**config.mk**
```make
export PLATFORM = sky130hd
export DESIGN_NAME = nibble_add_seq
export DESIGN_NICKNAME = d
export VERILOG_FILES = /design/src/rtl/nibble_add_seq.sv
export SDC_FILE = /design/constraint.sdc
export NUM_CORES = 1
export LEC_CHECK = 0
export CAP_MARGIN = 40
export CORE_MARGIN = 4
export CORE_UTILIZATION = 26
export CTS_CLUSTER_SIZE = 40
export DETAILED_ROUTE_END_ITERATION = 8
export HOLD_SLACK_MARGIN = 0.05
export PLACE_DENSITY_LB_ADDON = 0.15
export SYNTH_ARGS = -nofsm -noshare
export SYNTH_HDL_FRONTEND = slang
export SYNTH_SLANG_ARGS = --single-unit
```
**constraint.sdc**
```tcl
create_clock -name clk -period 2.2 [get_ports clk]
set_input_delay 0.44 -clock clk [delete_from_list [all_inputs] [get_ports clk]]
set_output_delay 0.44 -clock clk [all_outputs]
set_load 0.005 [all_outputs]
```
**src/rtl/nibble_add_seq.sv**
```systemverilog
// Adds two NIBBLES*4-bit operands through one shared external 4-bit adder slice, LSB nibble first.
// Result is valid NIBBLES cycles after accept; it is held in DONE until result_ready, and no new request is taken until then.
module nibble_add_seq #(
  parameter int NIBBLES = 4
) (
  input  logic                   clk,
  input  logic                   rst,
  input  logic                   start_valid,
  output logic                   start_ready,
  input  logic [4*NIBBLES-1:0]   op_a,
  input  logic [4*NIBBLES-1:0]   op_b,
  input  logic                   op_cin,
  output logic [3:0]             slice_a,
  output logic [3:0]             slice_b,
  output logic                   slice_cin,
  input  logic [3:0]             slice_sum,
  input  logic                   slice_cout,
  output logic                   result_valid,
  input  logic                   result_ready,
  output logic [4*NIBBLES-1:0]   result,
  output logic                   cout,
  output logic                   busy
);

  localparam int IW = (NIBBLES > 1) ? $clog2(NIBBLES) : 1;
  localparam logic [IW-1:0] LAST = IW'(NIBBLES - 1);

  typedef enum logic [1:0] {
    IDLE = 2'd0,
    RUN  = 2'd1,
    DONE = 2'd2
  } state_t;

  state_t                   state;
  logic [IW-1:0]            idx;
  logic                     carry_reg;
  logic [NIBBLES-1:0][3:0]  a_nib;
  logic [NIBBLES-1:0][3:0]  b_nib;
  logic [NIBBLES-1:0][3:0]  res_nib;
  logic                     cout_reg;

  always_ff @(posedge clk) begin
    if (rst) begin
      state     <= IDLE;
      idx       <= '0;
      carry_reg <= 1'b0;
      a_nib     <= '0;
      b_nib     <= '0;
      res_nib   <= '0;
      cout_reg  <= 1'b0;
    end else begin
      case (state)
        IDLE: begin
          if (start_valid) begin
            a_nib     <= op_a;
            b_nib     <= op_b;
            carry_reg <= op_cin;
            idx       <= '0;
            res_nib   <= '0;
            cout_reg  <= 1'b0;
            state     <= RUN;
          end
        end
        RUN: begin
          res_nib[idx] <= slice_sum;
          carry_reg    <= slice_cout;
          // Last nibble: the slice carry-out is the final carry of the whole add.
          if (idx == LAST) begin
            cout_reg <= slice_cout;
            idx      <= '0;
            state    <= DONE;
          end else begin
            idx <= idx + 1'b1;
          end
        end
        DONE: begin
          if (result_ready) state <= IDLE;
        end
        default: state <= IDLE;
      endcase
    end
  end

  assign start_ready  = (state == IDLE) && !rst;
  assign result_valid = (state == DONE);
  assign busy         = (state != IDLE);
  assign result       = res_nib;
  assign cout         = cout_reg;

  // Slice inputs are forced to zero outside RUN so the shared slice sees a quiet bus.
  assign slice_a   = (state == RUN) ? a_nib[idx] : 4'h0;
  assign slice_b   = (state == RUN) ? b_nib[idx] : 4'h0;
  assign slice_cin = (state == RUN) ? carry_reg  : 1'b0;

endmodule

```
Yosys cells after proc, flatten, opt, wreduce, memory -nomap -nowiden:

Index checks and enable logic that the tools add are counted.

* flip-flop bits (word level): 54
* logic and storage cells: 59
* output and inout bits: 29
* input port bits: 42

* multiplexer cells: 24
* order comparisons: 2
* $add $sub $neg: 1
* reductions and logical operators: 10
* equality and inequality tests: 6

Operators with widths (number)
* one-hot mux 16 bit (2 select lines): 1
* two-way mux 4 bit: 5
* binary-select mux 4 bit (select 2 bit): 2
* bitwise mux 16 bit: 1
* two-way mux 16 bit: 1
* two-way mux 2 bit: 5
* demux 4 bit (select 2 bit): 1
* one-hot mux 2 bit (3 select lines): 1
* AND reduction 3 bit: 2
* == test 2 bit (second input constant): 2
* two-way mux 1 bit: 4
* != test 2 bit (second input constant): 2
* one-hot mux 1 bit (2 select lines): 2
* one-hot mux 2 bit (2 select lines): 1
* AND reduction 2 bit: 2
* nonzero test 2 bit: 2
* < comparator 2 x 3 -> 1 bit (second input constant): 1
* adder 2 x 1 -> 2 bit (second input constant): 1
* == test 2 x 1 -> 1 bit (second input constant): 1
* >= comparator 2 x 1 -> 1 bit (second input constant): 1
* logical AND 1 bit: 2
* logical NOT 2 bit: 1
* != test 2 x 1 -> 1 bit (second input constant): 1
* logical NOT 1 bit: 1

Longest topological paths before layout:

* depth in word-level cells: 6
* gate-level depth with buffers: 6
* mapped depth without buffers: 5

Worst setup path after synthesis:

No wires, ideal clock.

* path type: reg-to-output
* start: register idx[0]
* end: output slice_a[3]
* buffers on the path: 1
* slack: 0.452 ns
* required time: 1.760 ns
* stages on the path, launching flop included: 4
* data arrival time: 1.308 ns
* path through: dfxtp_1 -> buf_2 -> mux4_2 -> and2_1

* cells in the longest elaborated chain, start to end: 3

RTL lines
* from (decl): RTL line 35 `logic [IW-1:0] idx;`
* from (signal assigned): RTL line 73 `idx <= idx + 1'b1;`
* binary-select mux 4 bit (select 2 bit): RTL line 91 `assign slice_a = (state == RUN) ? a_nib[idx] : 4'h0;`
* two-way mux 4 bit (implied by the code): RTL line 91
* two-way mux 4 bit: RTL line 91
* to (decl): RTL line 13 `output logic [3:0] slice_a,`

No other way between the ends. The select of a mux whose other input is x is not followed.

Worst setup path after layout:

* start: register idx[0]
* end: output slice_a[0]

Same word-level chain as after synthesis.

==> impl_metrics.ini <==
[run_status]
status = finished, final reports clean

[critical_path]
crit_slowest_cell = dfxtp_2
critPathMaxFanout = 4
path_class = reg2out
crit_chain = buf_6 -> buf_4 -> buf_4 -> mux4_2 -> and2_1 -> dlygate4sd2_1
end_kind = output pin
cpMostUsedCell = buf_4
cp_data_required_time_ps = 1760
crit_path_max_incr_delay_ps = 330
arrival_ps = 1710
cp_top_family = buffers and inverters
critPathBufInv = 4
startpoint_type = flip-flop

[clock_tree]
cts.path.max_buffers = 2
clk_pin_slew_worst_paths_ps = 100
numCtsBuffers = 5
cts_tree = built
cts_max_level = 2
clock_tree.root_cell = clkbuf_8
cts_sinks = 54
holdBufCountCts = 0
clk_latency_ps = 300

[detailed_routing]
ant_nets = 0
drt-pass1-iter-count = 4
routed_via_density = 4.50
route.vias.total = 2051
drtIter0Drc = 89
wl_per_cell_um = 13.6
remaining_drc_errors = 0
routed_wl_um = 6180

[floorplanning]
core_sq_um = 8760
start_util_pct = 27.0
num_rows = 34
die_y_um = 103
fp.dieArea_sq_um = 10700
io_pins = 71
die_x_um = 103

[synthesis]
syn_area_sq_um = 2360
synthTopCellsByArea = dfxtp_1 46%, nand2_1 11%, a21oi_1 8.7%
ys_seq_area_share_pct = 45.8
yosysTopAreaCell = dfxtp_1
post_synth_inst_count = 271
ys_warn_count = 0
syn_nets = 318
ys_seq_elements = 54
yosysTopAreaCellShare_pct = 45.8
avgSynthCellArea_sq_um = 8.72
yosysUniqueCellTypes = 30

[final_layout]
area_delta_synth_final_pct = 42.6
final_nets = 394
final_core_util_pct = 38.4
n_fill_cell = 927
final_cell_mix = 69 x nand2_1, 61 x clkdlybuf4s50_1, 51 x dfxtp_1
drive_above_1_share_pct = 13.8
layout_commonest_cell = nand2_1
antennaDiodeCount = 0
regArea_sq_um = 1090
multiInputGateArea_sq_um = 1130

[timing]
grt_setup_unrepaired = true
clock_skew_ps = 8.30
slew_violations = 0
setup_viol = 0
fmax_ghz = 0.466
worstMarginPinSlew_ps = 605
finalCritPeriodShare_pct = 97.6
slew_headroom_pct = 59.6
setup_slack_ps = 53.7
fin_crit_ps = 2150
final_hold_viol_count = 0

[placement]
io_buffers = 70
place.gp.congestion = 0.689
pre_cts_ws_ps = 154
dp_hpwl_um = 4480

[grt]
overflow = 0
antenna_found_initial = 0
grt_max_degree = 59
grt_usage_pct = 11.8
grt_pass1_vias = 1949
grt_pass1_wl_um = 9680

[power]
p_leak_nw = 1.25
ir_drop_v = 0.000275
power.density_nw_per_um2 = 594

[job]
maxCapViolations = 0

[worst_hold_path]
hp-class = reg2reg
metrics by stage:
stage | total power [W] | instances | TNS, ps | hold slack (ps) | cell area (sq um)
finish | 0.00200 | 456 | 0 | 458 | 3370
global route | 0.00211 | 456 | -14.4 | 476 | 3370
CTS | 0.00203 | 454 | -46.8 | 460 | 3340
detailed placement | 0.00141 | 443 | 0 | 446 | 3210
global placement | 0.00141 | 443 | 0 | 441 | 3210
floorplan | 0.00124 | 271 | 0 | 433 | 2360
cell usage after synthesis:
library cell	number
mux4_2	8
o221a_2	1
o21a_1	1
nand3b_1	4
and3b_1	1
and2_1	8
or2_2	1
o32ai_1	12
a22oi_1	1
o21ai_0	5
mux2i_1	1
clkbuf_1	8
nand2_1	69
or3b_1	1
nor3b_2	1
nand4b_1	4
dfxtp_1	54
buf_4	1
a21oi_1	41
inv_1	16
nand3_1	1
buf_2	8
nor2_1	7
buf_1	1
buf_6	2
nor2b_1	2
or3_1	1
mux2_2	1
ha_1	5
nand2b_1	5
per-layer routing:
| layer | vias to the layer above | routed length [um] | GRT usage [%] |
|---|---|---|---|
| met2 | 37 | 3010 | 19.6 |
| met5 | - | 0 | 0 |
| met1 | 940 | 2790 | 15.2 |
| met3 | 5 | 293 | 2.62 |
| li1 | 1069 | - | - |
| met4 | 0 | 87 | 3.88 |
area by class of cell:
class | instances | share of cell area (%)
multi-input cells | 181 | 33.5
flip-flops and latches | 54 | 32.3
repair buffers | 89 | 25.3
well taps | 108 | 4.01
clock buffers | 7 | 2.86
inverters | 16 | 1.78
clock inverters | 1 | 0.260
worst register-to-register path, delay by kind of cell, from the launching register on:
family,cells,cell delay (ps)
buf+inv,2,460
flops,1,370
compound gates,1,70
simple gates,2,560
cells by family after synthesis:
family | count (synthesis) | synth area share [%]
mux | 10 | 8.53
fa+ha+maj | 5 | 2.65
compound gates | 61 | 15.3
flops | 54 | 45.8
simple gates | 105 | 20.8
buf+inv | 36 | 6.94
final timing paths:
| check | from | endpoint | slack (ps) | depth (start not counted) |
|---|---|---|---|---|
| max | idx[0] | slice_a[0] | 50 | 6 |
| min | a_nib[15] | a_nib[15] | 460 | 2 |
| max reg2reg | state[1] | cout | 610 | 5 |
| min reg2reg | a_nib[15] | a_nib[15] | 460 | 2 |
where the power goes:
part | leakage, nW | switching (W) | internal (W)
Combinational | 0.758 | 0.000153 | 0.000189
Clock | 0.0544 | 0.000321 | 0.000289
Sequential | 0.443 | 0.0000254 | 0.00102
timing repair:
item                                    4_1_cts  5_1_grt
endpoints found under the setup margin        8        6
pin swaps                                     0        1
buffers inserted                              3        2
gates resized for setup                      13       11
(Power assumes the default switching activity.)
